### src/rtl/cga_isa_wbuf_pkg.sv
// Shared types for the ISA posted-write buffer: the queued-entry layout and the
// state encodings of the write and read FSMs.
package cga_isa_wbuf_pkg;

  localparam int VRAM_AW = 19;

  // Entry address width is fixed at VRAM_AW; the top-level AW must match it.
  typedef struct packed {
    logic [VRAM_AW-1:0] addr;
    logic [7:0]         data;
  } wbuf_entry_t;

  typedef enum logic [1:0] {W_IDLE, W_PEND, W_DONE} wr_state_t;

  typedef enum logic [1:0] {R_IDLE, R_SLOT, R_LAT, R_DONE} rd_state_t;

endpackage

### src/rtl/cga_isa_wbuf_if.sv
// VRAM arbiter port as seen from the ISA write buffer: the buffer drives
// addr/data/strobes (master), the arbiter returns read data (slave).
interface cga_isa_wbuf_if #(
  parameter int AW = 19
);
  logic [AW-1:0] vram_addr;
  logic [7:0]    vram_din;
  logic          vram_write;
  logic          vram_read;
  logic [7:0]    vram_dout;

  modport master (
    output vram_addr, vram_din, vram_write, vram_read,
    input  vram_dout
  );

  modport slave (
    input  vram_addr, vram_din, vram_write, vram_read,
    output vram_dout
  );
endinterface

### src/rtl/cga_isa_wbuf_fifo.sv
// Posted-write FIFO: register storage, wrap-bit pointers, occupancy, head entry and
// an address CAM that reports the newest matching entry for read forwarding.
module cga_isa_wbuf_fifo
  import cga_isa_wbuf_pkg::*;
#(
  parameter  int DEPTH = 4,
  localparam int LW    = $clog2(DEPTH) + 1
) (
  input  logic               clk,
  input  logic               rst_l,
  input  logic               push_i,
  input  wbuf_entry_t        push_entry_i,
  input  logic               pop_i,
  input  logic [VRAM_AW-1:0] cmp_addr_i,
  output logic               full_o,
  output logic               empty_o,
  output logic [LW-1:0]      level_o,
  output wbuf_entry_t        head_o,
  output logic               hit_o,
  output logic [7:0]         hit_data_o
);
  localparam int IW = $clog2(DEPTH);

  wbuf_entry_t   mem_q [DEPTH];
  logic [LW-1:0] wptr_q, rptr_q;
  logic [IW-1:0] slot_idx [DEPTH];
  logic [DEPTH-1:0] match;

  always_ff @(posedge clk or negedge rst_l) begin
    if (!rst_l) begin
      wptr_q <= '0;
      rptr_q <= '0;
    end else begin
      if (push_i) wptr_q <= wptr_q + LW'(1);
      if (pop_i)  rptr_q <= rptr_q + LW'(1);
    end
  end

  always_ff @(posedge clk) begin
    if (push_i) mem_q[wptr_q[IW-1:0]] <= push_entry_i;
  end

  assign level_o = wptr_q - rptr_q;
  assign empty_o = (wptr_q == rptr_q);
  assign full_o  = (wptr_q[IW] != rptr_q[IW]) && (wptr_q[IW-1:0] == rptr_q[IW-1:0]);
  assign head_o  = mem_q[rptr_q[IW-1:0]];

  // Match vector is indexed by age offset from the head, so the highest set bit is newest.
  for (genvar gi = 0; gi < DEPTH; gi++) begin : g_cam
    assign slot_idx[gi] = rptr_q[IW-1:0] + IW'(gi);
    assign match[gi]    = (LW'(gi) < level_o) && (mem_q[slot_idx[gi]].addr == cmp_addr_i);
  end

  always_comb begin
    hit_o      = 1'b0;
    hit_data_o = 8'h00;
    for (int k = 0; k < DEPTH; k++) begin
      if (match[k]) begin
        hit_o      = 1'b1;
        hit_data_o = mem_q[slot_idx[k]].data;
      end
    end
  end

endmodule

### src/rtl/cga_isa_wbuf.sv
// ISA posted-write buffer: edge detect on the synced strobes, write and read FSMs,
// sequencer-slot arbitration between read misses and FIFO drain, output registers.
module cga_isa_wbuf
  import cga_isa_wbuf_pkg::*;
#(
  parameter  int DEPTH  = 4,
  parameter  int AW     = VRAM_AW,
  parameter  int RD_LAT = 2,
  localparam int LW     = $clog2(DEPTH) + 1
) (
  input  logic          clk,
  input  logic          rst_l,
  input  logic [AW-1:0] isa_addr,
  input  logic [7:0]    isa_din,
  input  logic          isa_write,
  input  logic          isa_read,
  input  logic          isa_op_enable,
  output logic [7:0]    isa_dout,
  output logic          bus_rdy,
  output logic [LW-1:0] fifo_level,
  output logic          overflow,
  cga_isa_wbuf_if.master vram
);
  localparam int CW = $clog2(RD_LAT) + 1;

  wr_state_t   w_state_q, w_state_d;
  rd_state_t   r_state_q, r_state_d;
  logic        wr_prev_q, rd_prev_q, rd_defer_q;
  logic [7:0]  dout_q, dout_d;
  logic        ovf_q, ovf_d;
  logic [CW-1:0] cnt_q, cnt_d;

  logic        wr_edge, rd_req, push, pop, space, read_slot;
  logic        full, empty, hit;
  logic [7:0]  hit_data;
  wbuf_entry_t head;

  cga_isa_wbuf_fifo #(.DEPTH(DEPTH)) u_fifo (
    .clk          (clk),
    .rst_l        (rst_l),
    .push_i       (push),
    .push_entry_i ('{addr: isa_addr, data: isa_din}),
    .pop_i        (pop),
    .cmp_addr_i   (isa_addr),
    .full_o       (full),
    .empty_o      (empty),
    .level_o      (fifo_level),
    .head_o       (head),
    .hit_o        (hit),
    .hit_data_o   (hit_data)
  );

  assign wr_edge   = isa_write & ~wr_prev_q;
  // A read edge that collides with a write edge is replayed one cycle later.
  assign rd_req    = isa_read & (~rd_prev_q | rd_defer_q);
  assign read_slot = (r_state_q == R_SLOT) && isa_read && isa_op_enable;
  assign pop       = isa_op_enable && !empty && !((r_state_q == R_SLOT) && isa_read);
  assign space     = !full || pop;

  always_ff @(posedge clk or negedge rst_l) begin
    if (!rst_l) begin
      w_state_q  <= W_IDLE;
      r_state_q  <= R_IDLE;
      wr_prev_q  <= 1'b0;
      rd_prev_q  <= 1'b0;
      rd_defer_q <= 1'b0;
      dout_q     <= 8'h00;
      ovf_q      <= 1'b0;
      cnt_q      <= '0;
    end else begin
      w_state_q  <= w_state_d;
      r_state_q  <= r_state_d;
      wr_prev_q  <= isa_write;
      rd_prev_q  <= isa_read;
      rd_defer_q <= (r_state_q == R_IDLE) && rd_req && wr_edge;
      dout_q     <= dout_d;
      ovf_q      <= ovf_d;
      cnt_q      <= cnt_d;
    end
  end

  always_comb begin
    w_state_d = w_state_q;
    push      = 1'b0;
    ovf_d     = ovf_q;
    case (w_state_q)
      W_IDLE: if (wr_edge) begin
        if (space) begin
          push      = 1'b1;
          w_state_d = W_DONE;
        end else begin
          w_state_d = W_PEND;
        end
      end
      W_PEND: if (!isa_write) begin
        ovf_d     = 1'b1;
        w_state_d = W_IDLE;
      end else if (space) begin
        push      = 1'b1;
        w_state_d = W_DONE;
      end
      W_DONE: if (!isa_write) w_state_d = W_IDLE;
      default: w_state_d = W_IDLE;
    endcase
  end

  always_comb begin
    r_state_d = r_state_q;
    dout_d    = dout_q;
    cnt_d     = cnt_q;
    case (r_state_q)
      R_IDLE: if (rd_req && !wr_edge) begin
        if (hit) begin
          dout_d    = hit_data;
          r_state_d = R_DONE;
        end else begin
          r_state_d = R_SLOT;
        end
      end
      R_SLOT: if (!isa_read) begin
        r_state_d = R_IDLE;
      end else if (isa_op_enable) begin
        cnt_d     = '0;
        r_state_d = R_LAT;
      end
      R_LAT: if (cnt_q == CW'(RD_LAT - 1)) begin
        dout_d    = vram.vram_dout;
        r_state_d = R_DONE;
      end else begin
        cnt_d = cnt_q + CW'(1);
      end
      R_DONE: if (!isa_read) r_state_d = R_IDLE;
      default: r_state_d = R_IDLE;
    endcase
  end

  assign bus_rdy   = (w_state_q != W_PEND) && (r_state_q != R_SLOT) && (r_state_q != R_LAT);
  assign isa_dout  = dout_q;
  assign overflow  = ovf_q;

  assign vram.vram_read  = read_slot;
  assign vram.vram_write = pop;
  assign vram.vram_addr  = read_slot ? isa_addr : (pop ? head.addr : '0);
  assign vram.vram_din   = pop ? head.data : 8'h00;

endmodule

### src/flat_wrapper.sv
// flat-port wrapper written by rule: the top's interface ports become plain ports
module cga_isa_wbuf_flat import cga_isa_wbuf_pkg::*;
#(
  parameter  int DEPTH  = 4,
  parameter  int AW     = VRAM_AW,
  parameter  int RD_LAT = 2,
  localparam int LW     = $clog2(DEPTH) + 1
)
  (clk, rst_l, isa_addr, isa_din, isa_write, isa_read, isa_op_enable, isa_dout, bus_rdy, fifo_level, overflow, vram_vram_addr, vram_vram_din, vram_vram_write, vram_vram_read, vram_vram_dout);
  cga_isa_wbuf_if #(.AW(AW)) vram_i ();
  input  logic clk;
  input  logic rst_l;
  input  logic [AW-1:0] isa_addr;
  input  logic [7:0] isa_din;
  input  logic isa_write;
  input  logic isa_read;
  input  logic isa_op_enable;
  output logic [7:0] isa_dout;
  output logic bus_rdy;
  output logic [LW-1:0] fifo_level;
  output logic overflow;
  output wire logic [$bits(vram_i.vram_addr)-1:0] vram_vram_addr;
  output wire logic [$bits(vram_i.vram_din)-1:0] vram_vram_din;
  output wire logic [$bits(vram_i.vram_write)-1:0] vram_vram_write;
  output wire logic [$bits(vram_i.vram_read)-1:0] vram_vram_read;
  input wire logic [$bits(vram_i.vram_dout)-1:0] vram_vram_dout;
  assign vram_vram_addr = vram_i.vram_addr;
  assign vram_vram_din = vram_i.vram_din;
  assign vram_vram_write = vram_i.vram_write;
  assign vram_vram_read = vram_i.vram_read;
  assign vram_i.vram_dout = vram_vram_dout;
  cga_isa_wbuf #(.DEPTH(DEPTH), .AW(AW), .RD_LAT(RD_LAT)) u_core (.clk(clk), .rst_l(rst_l), .isa_addr(isa_addr), .isa_din(isa_din), .isa_write(isa_write), .isa_read(isa_read), .isa_op_enable(isa_op_enable), .isa_dout(isa_dout), .bus_rdy(bus_rdy), .fifo_level(fifo_level), .overflow(overflow), .vram(vram_i));
endmodule
### config.mk
export PLATFORM = sky130hd
export DESIGN_NAME = cga_isa_wbuf_flat
export DESIGN_NICKNAME = d
export VERILOG_FILES = /design/src/rtl/cga_isa_wbuf_pkg.sv /design/src/rtl/cga_isa_wbuf_if.sv /design/src/rtl/cga_isa_wbuf_fifo.sv /design/src/rtl/cga_isa_wbuf.sv /design/src/flat_wrapper.sv
export SDC_FILE = /design/constraint.sdc
export NUM_CORES = 1
export LEC_CHECK = 0
export CORE_ASPECT_RATIO = 1.2
export CORE_MARGIN = 2
export CORE_UTILIZATION = 42
export CTS_CLUSTER_DIAMETER = 50
export CTS_CLUSTER_SIZE = 16
export DETAILED_ROUTE_END_ITERATION = 10
export GPL_TIMING_DRIVEN = 0
export SYNTH_ARGS = -nofsm -noshare
export SYNTH_HDL_FRONTEND = slang
export SYNTH_SLANG_ARGS = --single-unit
### constraint.sdc
create_clock -name clk -period 4.2 [get_ports clk]
set_input_delay 0.42 -clock clk [delete_from_list [all_inputs] [get_ports clk]]
set_output_delay 0.42 -clock clk [all_outputs]
set_load 0.03 [all_outputs]
==> results of run 1 <==
[layout make-up]
cell class                      instances  area [sq um]
Inverter                               21         78.83
Fill cell                            1751         10130
Timing Repair Buffer                   81         810.8
Clock buffer                           20         466.7
Buffer                                 56         340.3
Multi-Input combinational cell        419          4838
Tap cell                              270         337.8
Sequential cell                       132          3844
Clock inverter                         12         198.9
[flip-flops by register name (all words and copies together), names as in the netlist]
signal and cells:
u_core.rd_prev_q 1, u_core.r_state_q 2, u_core.rd_defer_q 1, u_core.isa_dout 8
u_core.u_fifo.wptr_q 3, u_core.overflow 1, u_core.u_fifo.rptr_q 3, u_core.w_state_q 2
u_core.wr_prev_q 1, u_core.u_fifo.mem_q 108, u_core.cnt_q 2
[power by group through the flow]
stage	Clock, W	Sequential (W)	Combinational, W
after floorplan	0	0.00169	0.00353
after global placement	0	0.00172	0.00479
after detailed placement	0	0.00173	0.00483
after CTS	0.00170	0.00170	0.00489
after global routing	0.00175	0.00172	0.00515
final	0.00167	0.00170	0.00485
[cells in the final DEF (no fill, tap or decap), types with 3 or more instances in the layout]
cell	Yosys	layout
buf_1	8	7
mux4_1	13	13
nor3_1	10	10
a41oi_1	8	8
clkbuf_1	23	20
buf_2	13	11
nand2b_1	5	5
nand2_1	25	25
xor2_1	34	34
clkdlybuf4s50_1	0	81
o31ai_1	11	11
clkbuf_16	0	17
nor2_1	6	6
mux4_2	84	84
nand3_1	6	6
mux2i_1	35	35
a21oi_1	5	5
dfrtp_1	24	24
or3_1	3	3
clkbuf_8	0	3
a22o_1	19	19
nor2b_1	3	3
nand4_1	9	9
ha_1	8	8
edfxtp_1	108	108
mux2_4	8	8
o21bai_1	9	9
and2_1	28	24
nor4_1	5	5
buf_6	6	7
xnor2_1	48	48
bufinv_16	0	5
inv_1	21	21
and2_2	0	4
buf_4	6	6
o21ai_0	6	6
[metal layers]
metal | vias up | global-route usage | wire length (um)
li1 | 2697 | - | -
met1 | 3159 | 0.2612 | 10060
met2 | 224 | 0.4014 | 12930
met3 | 41 | 0.02783 | 1034
met4 | 0 | 0.08581 | 595
met5 | - | 0 | 0
[per-stage QoR]
| stage | cells | setup WS (ns) | area (sq um) | setup TNS [ns] |
|---|---|---|---|---|
| floorplan | 630 | 0.4284 | 9069 | 0 |
| global placement | 981 | -1.229 | 10220 | -154.43 |
| detailed placement | 981 | -1.069 | 10220 | -110.63 |
| CTS | 1012 | 0.001382 | 10910 | 0 |
| global route | 1011 | 0.01433 | 10920 | 0 |
| finish | 1011 | 0.1002 | 10920 | 0 |
[worst max path at each step]
stage	end	cells after the start	slack [ns]
2_1_floorplan	u_core.u_fifo.mem_q[3][0]	8	0.43
3_3_place_gp	u_core.u_fifo.mem_q[3][26]	8	-1.23
3_5_place_dp	vram_vram_addr[15]	9	-1.07
4_1_cts	vram_vram_din[6]	9	0.001
5_1_grt	vram_vram_din[1]	8	0.01
6_report	vram_vram_addr[1]	8	0.10
[cell families (layout without fill, tap and decap cells)]
group,after synthesis,after routing,share of synthesized area
buffers and inverters,79,190,0.04553
adders and majority gates,9,9,0.01325
xor gates and xnor gates,84,84,0.08278
muxes,142,142,0.3006
DFF,132,132,0.4238
AOI/OAI and AO/OA,75,75,0.06457
and+or+nand+nor,109,109,0.06940
[worst min-delay path, cell delays in order (launching register included)]
cell and delay [ns]:
dfrtp_1 0.35, inv_1 0.04, o31ai_1 0.05
==> summary.md, run 1 <==
| Metric | Value |
|---|---|
| Top_reg_cell synth | edfxtp_1 |
| Cts hold-fix bufs | 0 |
| Ys Warns | 0 |
| Least-Margin Pin Slew | 1.131 ns |
| F_max | about 0.24 GHz |
| Required @ worst endpoint | between 3 and 4 ns |
| Sw Pwr | 0.003265 W |
| FF+latch count, synth | 132 |
| Starting Density | 0.4309 |
| Power per cell area | 753.9 mW/mm^2 |
| Critical Path AT | 3.68 ns |
| Async SR Flop Fraction | 0.1818 |
| Crit Path Max Fanout | 19 |
| Core Area | 0.02105 sq mm |
| Synth area leader | edfxtp_1 |
| Tmin final | 4.100 ns |
| Worst-skew pair later-pin latency | 0.42 ns |
| Antenna cell count | 0 |
| Hold path start | u_core.overflow |
| Clk slew on worst S/H paths | 0.06 ns |
| IO Port Bufs | just over 80 |
| H-tree depth | 4 |
| CTS buffer count | 17 |
| Layout cells sized above 1 | 0.2308 |
| Routed len/inst | 24.36 um |
| R2R cell count | 12 |
| CP max-delay cell | clkdlybuf4s50_1 |
| Vias per Instance | 6.054 |
| Startpoint Class | register |
| Hold WS | roughly 0.47 ns |
| Reg-to-reg startpoint | u_core.u_fifo.rptr_q[1] |
| Critical Path, Cell by Cell | buf_6 -> clkbuf_2 -> inv_1 -> ha_1 -> a31oi_4 -> buf_2 -> a22o_1 -> clkdlybuf4s50_1 |
| I/O Pins | 82 |
| Slew Limit Fails | 0 |
| Largest net degree at the start of global routing | 29 |
| Final layout net count | 777 |
| Clk_skew | 0.008674 ns |
| Max-cap violations | 0 |
| RR Endpoint | u_core.isa_dout[2] |
| Post-Synthesis Cells | 630 |
| Final Hold Viols | 0 |
| RSZ-0062 raised after global routing | no |
| Clock Power Share | 0.203 |
| Die Y | around 160 um |
| Post-synth top cells | edfxtp_1 (108), mux4_2 (84), xnor2_1 (48) |
| # setup viols final | 0 |
| Layout overhead on the synthesized area | 20.36% |
| Seq/Total Area, Yosys | 0.4238 |
| Postcts setup bufs | 0 |
| DR pass1 iterations | 6 |
| CTS Buffer Depth | 2 |
| R2R setup slack | 0.28 ns |
| Site Rows | 58 |
| Worst min-delay path category | register to register |
| Worst path buffer plus inverter count | 5 |
| Hold Path Stages | 2 |
| Util after Layout | 0.5187 |
| Comb pwr share | 0.590 |
| Max rail drop VDD | 368.3 uV |
| Top-area cell type share of the netlist area | 0.3576 |
| Launch point of the worst path | u_core.u_fifo.rptr_q[1] |
| Area of the die | about 0.023 sq mm |
| Crit path kind | register to output port |
| CTS tree | yes |
| # clock sinks | around 130 |
| Die width | 138.1 um |
| Top cells by area, synth | edfxtp_1 (36%), mux4_2 (21%), dfrtp_1 (6.6%), xnor2_1 (4.6%), mux2i_1 (3.9%) |
| 1st-iter DRT viols | 580 |
| Gpl congestion | 0.8739 |
| Status | finished clean |
| Design internal power | 0.004964 W |
| First-pass GRT wire length | 37180 um |
| GR Util All Layers | 0.2180 |
| HPWL after detailed placement | 17690 um |
| GRT overflow | 0 |
| Worst hold endpoint | u_core.overflow |
| Post-route clock period utilization | 0.9762 |
| Post_cts resized | 8 |
| Vias in the first global route | approximately 6300 |
| Post-DRT Antenna Nets | 0 |
| CP delay by family, top | buffers and inverters |
| Post-route DRC | 0 |
| Total Wirelength | 24630 um |
| Number of synthesized flops with an enable pin | 108 |
| Post-synth cell types | 53 |
| Mapped Area | approximately 0.0091 sq mm |
| Seq pwr share | 0.207 |
| Tot Pwr | 0.008229 W |
| Max_slew headroom | 0.2434 |
| Sw frac | 0.3967 |
| Root buffer cell | clkbuf_16 |
| CP max stage delay | 0.69 ns |
| Most common cell in the synthesized netlist | edfxtp_1 |
| Initial antenna violation count | 0 |
| Nature of the critical path endpoint | output port |
| Vias | between 6000 and 7000 |
| Leak | 3.897 nW |
| Syn nets | 679 |
| Syn avg cell area | 14.39 sq um |
Note: power is estimated with default switching activity, not from simulation.
==> run 2, diff against run 1 <==
- RECOVER_POWER: not set -> 100
==> summary.md, run 2 (same netlist as run 1, synthesis figures left out) <==
| Metric | Value |
|---|---|
| Status | finished clean |
| Least-Margin Pin Slew | 1.135 ns |
| Placed Instances | 981 |
| H-tree depth | 4 |
| Core Area | 0.02105 sq mm |
| Vias per Instance | 6.089 |
| Layout cells sized above 1 | 0.2308 |
| Slew Limit Fails | 0 |
| RR Endpoint | u_core.isa_dout[3] |
| Max-cap violations | 0 |
| Die Y | 165.0 um |
| Routed len/inst | 24.44 um |
| Critical Path, Cell by Cell | buf_6 -> clkbuf_2 -> inv_1 -> ha_1 -> a31oi_4 -> buf_2 -> a22o_1 -> clkdlybuf4s50_1 |
| Launch point of the worst path | u_core.u_fifo.rptr_q[1] |
| CTS buffer count | 17 |
| Final Instance Count excl. Fillers | 1011 |
| Area of the die | 0.02279 sq mm |
| Tot Pwr | a little over 0.008 W |
| DR pass1 iterations | 5 |
| Power per cell area | 750.0 mW/mm^2 |
| Nature of the critical path endpoint | output port |
| Sw Pwr | 0.003264 W |
| Antenna cell count | 0 |
| Startpoint Class | register |
| Tmin final | 4.116 ns |
| Critical Path End | vram_vram_addr[1] |
| Clk slew on worst S/H paths | 0.06 ns |
| Root buffer cell | clkbuf_16 |
| Comb pwr share | 0.588 |
| Post-DRT Antenna Nets | 0 |
| HPWL after detailed placement | 17690 um |
| GRT overflow | 0 |
| Final Hold Viols | 0 |
| Most frequent cells in the layout | edfxtp_1 (108), mux4_2 (84), dlygate4sd3_1 (54), xnor2_1 (48), mux2i_1 (35) |
| Starting Density | 0.4309 |
| Required @ worst endpoint | about 3.8 ns |
| Leak | 3.950 nW |
| Reg-to-reg startpoint | u_core.u_fifo.rptr_q[1] |
| Die width | 138.1 um |
| Largest net degree at the start of global routing | 29 |
| F_max | 0.2430 GHz |
| Max_slew headroom | 0.2406 |
| Setup_tns | 0 ns |
| Clock Power Share | 0.204 |
| # setup viols final | 0 |
| Total Wirelength | 24710 um |
| First-pass GRT wire length | approximately 37000 um |
| Design internal power | between 0.004 and 0.005 W |
| Max rail drop VDD | around 370 uV |
| 1st-iter DRT viols | 610 |
| CP max-delay cell | clkdlybuf4s50_1 |
| Initial antenna violation count | 0 |
| CP max stage delay | around 0.7 ns |
| CTS Buffer Depth | 2 |
| Vias in the first global route | 6320 |
| Final layout net count | 777 |
| Commonest non-fill, non-tap cell in the layout | edfxtp_1 |
| Layout overhead on the synthesized area | 20.36% |
| R2R cell count | 12 |
| Crit Path Max Fanout | 19 |
| Worst min-delay path category | register to register |
| R2R setup slack | 0.26 ns |
| Seq pwr share | 0.208 |
| Max FFs per register | 108 |
| Postcts setup bufs | 0 |
| Clk_skew | 0.009320 ns |
| RSZ-0062 raised after global routing | no |
| Critical Path AT | 3.70 ns |
| CTS tree | yes |
| Post-route DRC | 0 |
| GR Util All Layers | 0.2180 |
| Site Rows | 58 |
| # clock sinks | between 100 and 150 |
| IO Port Bufs | 81 |
| Sw frac | 0.3987 |
| Gpl congestion | 0.8739 |
| Worst-skew pair later-pin latency | 0.42 ns |
| Post-route clock period utilization | 0.9799 |
| Vias | a little over 6000 |
| Crit path kind | register to output port |
| I/O Pins | between 80 and 90 |
==> run 2: cell count changes in the layout (fill, tap and decap cells not counted), sizes merged <==
cell           change
clkbuf             +2
buf                -2
dlygate4sd3       +54
clkdlybuf4s50     -54
==> run 2: critical path: cells and delay by family, from the launching register on <==
kind | cells | cell delay (ns)
buffers and inverters | 5 | 1.84
AO/OA/AOI/OAI | 2 | 0.56
flip-flops | 1 | 0.54
adder cells (fa/ha/maj) | 1 | 0.33
==> run 2: repair_timing <==
action	4_1_cts	5_1_grt
setup endpoints to repair	138	114
gates resized for setup	8	3
hold buffers	0	0
gates cloned	0	0
==> run 2: cell type report <==
class,count,area (sq um)
inverter,21,78.83
clock inverter,12,198.9
fill,1751,10130
tap,270,337.8
multi-input combinational,419,4838
timing repair buffer,81,810.8
sequential,132,3844
clock buffer,20,466.7
buffer,56,340.3
==> run 2: power by group through the flow <==
stage	sequential, W	combinational (W)	clock [W]
after global routing	0.00172	0.00511	0.00175
after detailed placement	0.00173	0.00483	0
after floorplan	0.00169	0.00353	0
final	0.00170	0.00481	0.00167
after global placement	0.00172	0.00479	0
after CTS	0.00170	0.00489	0.00170
==> run 2: metal layers <==
layer / up-vias / GRT usage / wire length, um
met5: - / 0 / 0
met4: 0 / 0.08581 / 579
li1: 2701 / - / -
met2: 247 / 0.4014 / 13030
met3: 40 / 0.02783 / 1124
met1: 3168 / 0.2612 / 9975
==> run 2: stage by stage <==
stage | area (sq um) | hold slack, ns | setup WS, ns | utilization
floorplan | 9069 | 0.1244 | 0.4284 | -
global placement | 10220 | 0.4682 | -1.229 | 0.4855
detailed placement | 10220 | 0.4659 | -1.069 | 0.4857
CTS | 10910 | 0.4802 | 0.001382 | 0.5185
global route | 10920 | 0.4999 | 0.01231 | 0.5187
finish | 10920 | 0.4665 | 0.08433 | 0.5187
==> run 2: how the worst min path moves through the flow <==
stage | from | end | slack [ns] | depth (start not counted)
after floorplan | rst_l | u_core.cnt_q[0] | 0.12 | 0
after global placement | u_core.overflow | u_core.overflow | 0.47 | 2
after detailed placement | u_core.overflow | u_core.overflow | 0.47 | 2
after CTS | u_core.overflow | u_core.overflow | 0.48 | 2
after global routing | u_core.u_fifo.rptr_q[2] | u_core.u_fifo.rptr_q[2] | 0.50 | 1
final | u_core.overflow | u_core.overflow | 0.47 | 2
==> run 3, diff against run 2 <==
- CORE_MARGIN: 2 -> not set
==> summary.md, run 3 (same netlist as run 1, synthesis figures left out) <==
| Metric | Value |
|---|---|
| Die width | 136.1 um |
| Vias | 6145 |
| Most frequent cells in the layout | edfxtp_1 (108), mux4_2 (84), dlygate4sd3_1 (68), xnor2_1 (48), mux2i_1 (35) |
| Sw frac | 0.4114 |
| # clock sinks | 132 |
| GRT overflow | 0 |
| Leak | 3.931 nW |
| Vias in the first global route | 6382 |
| F_max | about 0.25 GHz |
| Vias per Instance | ~6.1 |
| Tmin final | 4.056 ns |
| Clk_skew | 0.007140 ns |
| RSZ-0062 raised after global routing | no |
| HPWL after detailed placement | 17500 um |
| Routed len/inst | 24.39 um |
| CTS buffer count | 17 |
| I/O Pins | 82 |
| Worst path buffer plus inverter count | 5 |
| Core Area | 0.02105 sq mm |
| Site Rows | 58 |
| Largest net degree at the start of global routing | 29 |
| Placed Area | ~0.010 sq mm |
| Crit path kind | register to output port |
| Clk slew on worst S/H paths | 0.06 ns |
| Status | finished clean |
| R2R setup slack | 0.26 ns |
| Cts hold-fix bufs | 0 |
| Layout cells sized above 1 | 0.2294 |
| Total Wirelength | 24660 um |
| CTS tree | yes |
| Comb pwr share | 0.606 |
| Nature of the critical path endpoint | output port |
| Least-Margin Pin Slew | between 1 and 1.5 ns |
| Post-DRT Antenna Nets | 0 |
| Slew Limit Fails | 0 |
| R2R cell count | 13 |
| Root buffer cell | clkbuf_16 |
| Post-route DRC | 0 |
| Hold path start | u_core.overflow |
| 1st-iter DRT viols | 497 |
| Max-cap violations | 0 |
| Critical Path, Cell by Cell | buf_6 -> clkbuf_2 -> inv_1 -> ha_1 -> a31oi_4 -> clkbuf_4 -> a22o_1 -> dlygate4sd3_1 |
| Startpoint Class | register |
| Max_slew headroom | 0.2424 |
| Required @ worst endpoint | 3.78 ns |
| Hold WS | approximately 0.47 ns |
| Initial antenna violation count | 0 |
| CP delay by family, top | buffers and inverters |
| Power per cell area | 733.9 mW/mm^2 |
| Post_cts resized | 9 |
| CP max-delay cell | dlygate4sd3_1 |
| Reg-to-reg startpoint | u_core.u_fifo.rptr_q[1] |
| Worst hold endpoint | u_core.overflow |
| Commonest non-fill, non-tap cell in the layout | edfxtp_1 |
| Gpl congestion | between 0.8 and 0.9 |
| Area of the die | 0.02219 sq mm |
| Worst min-delay path category | register to register |
| Max rail drop VDD | 365.9 uV |
| Sw Pwr | about 0.0033 W |
| Critical Path AT | about 3.6 ns |
| Fin area | 0.01082 sq mm |
| Max FFs per register | between 100 and 150 |
| Clock Power Share | 0.180 |
| Final Hold Viols | 0 |
| Die Y | roughly 160 um |
| DR pass1 iterations | 5 |
| RR Endpoint | u_core.isa_dout[6] |
| Worst-skew pair later-pin latency | 0.42 ns |
| Layout fillers | 1806 |
| H-tree depth | 4 |
| Design internal power | 0.004672 W |
| Layout overhead on the synthesized area | 19.26% |
| CP max stage delay | 0.75 ns |
| Hold Path Stages | 2 |
| CTS Buffer Depth | 2 |
| First-pass GRT wire length | between 30000 and 40000 um |
| IO Port Bufs | 81 |
| # setup viols final | 0 |
| Post-route clock period utilization | 0.9658 |
| Crit Path Max Fanout | 19 |
| Final layout net count | 777 |
| GR Util All Layers | 0.2324 |
| Seq pwr share | 0.214 |
| Antenna cell count | 0 |
| Starting Density | 0.4309 |
| Postcts setup bufs | 0 |
## run 3: cell types whose count changed in the layout (fill, tap and decap cells not counted), sizes merged
cell	delta
clkinv	+2
clkbuf	-1
dlygate4sd3	+14
bufinv	-3
clkdlybuf4s50	-14
buf	-1
clkinvlp	+3
## run 3: through the flow
step | setup TNS [ns] | std cells | utilization | power, W | setup WS (ns)
2_1_floorplan | 0 | 630 | - | 0.005217 | 0.4284
6_report | 0 | 1011 | 0.5139 | 0.007937 | 0.1438
3_5_place_dp | -112.50 | 981 | 0.4857 | 0.006566 | -1.083
5_1_grt | 0 | 1011 | 0.5139 | 0.008293 | 0.02680
4_1_cts | 0 | 1012 | 0.5138 | 0.008051 | 0.01440
3_3_place_gp | -148.96 | 981 | 0.4855 | 0.006502 | -1.188
## run 3: final cells by class
| class | instances | area, sq um | share of cell area |
|---|---|---|---|
| Inverter | 21 | 78.83 | 0.007288 |
| Multi-Input combinational cell | 419 | 4838 | 0.4474 |
| Tap cell | 270 | 337.8 | 0.03124 |
| Clock inverter | 14 | 136.4 | 0.01261 |
| Sequential cell | 132 | 3844 | 0.3554 |
| Clock buffer | 18 | 429.2 | 0.03968 |
| Timing Repair Buffer | 81 | 810.8 | 0.07497 |
| Buffer | 56 | 340.3 | 0.03147 |
## run 3: tightest hold or removal path: cells and delay by family (launching register included)
family,cells,cell delay [ns]
buffers and inverters,1,0.04
AOI/OAI and AO/OA,1,0.05
DFF,1,0.34
## run 3: worst max path at each step
stage	startpoint	endpoint	slack, ns	cells after the start
finish	u_core.u_fifo.rptr_q[1]	vram_vram_addr[1]	0.14	8
global route	u_core.u_fifo.rptr_q[1]	u_core.isa_dout[6]	0.03	12
CTS	u_core.u_fifo.rptr_q[0]	vram_vram_din[5]	0.01	9
detailed placement	u_core.u_fifo.rptr_q[1]	vram_vram_addr[11]	-1.08	9
global placement	u_core.u_fifo.rptr_q[1]	u_core.u_fifo.mem_q[3][26]	-1.19	8
floorplan	u_core.u_fifo.rptr_q[1]	u_core.u_fifo.mem_q[3][0]	0.43	8
## run 3: power by group through the flow
| stage | sequential, W | combinational (W) | clock, W |
|---|---|---|---|
| after global placement | 0.00172 | 0.00479 | 0 |
| after global routing | 0.00172 | 0.00507 | 0.00151 |
| after floorplan | 0.00169 | 0.00353 | 0 |
| after CTS | 0.00170 | 0.00489 | 0.00146 |
| final | 0.00170 | 0.00481 | 0.00143 |
| after detailed placement | 0.00172 | 0.00484 | 0 |
## run 3: per-layer routing
layer | wire length [um] | global-route usage | share of wire
met1 | 9505 | 0.2778 | 0.39
met5 | 0 | 0 | 0
met3 | 1496 | 0.03890 | 0.061
met4 | 746 | 0.09697 | 0.030
met2 | 12910 | 0.4100 | 0.52
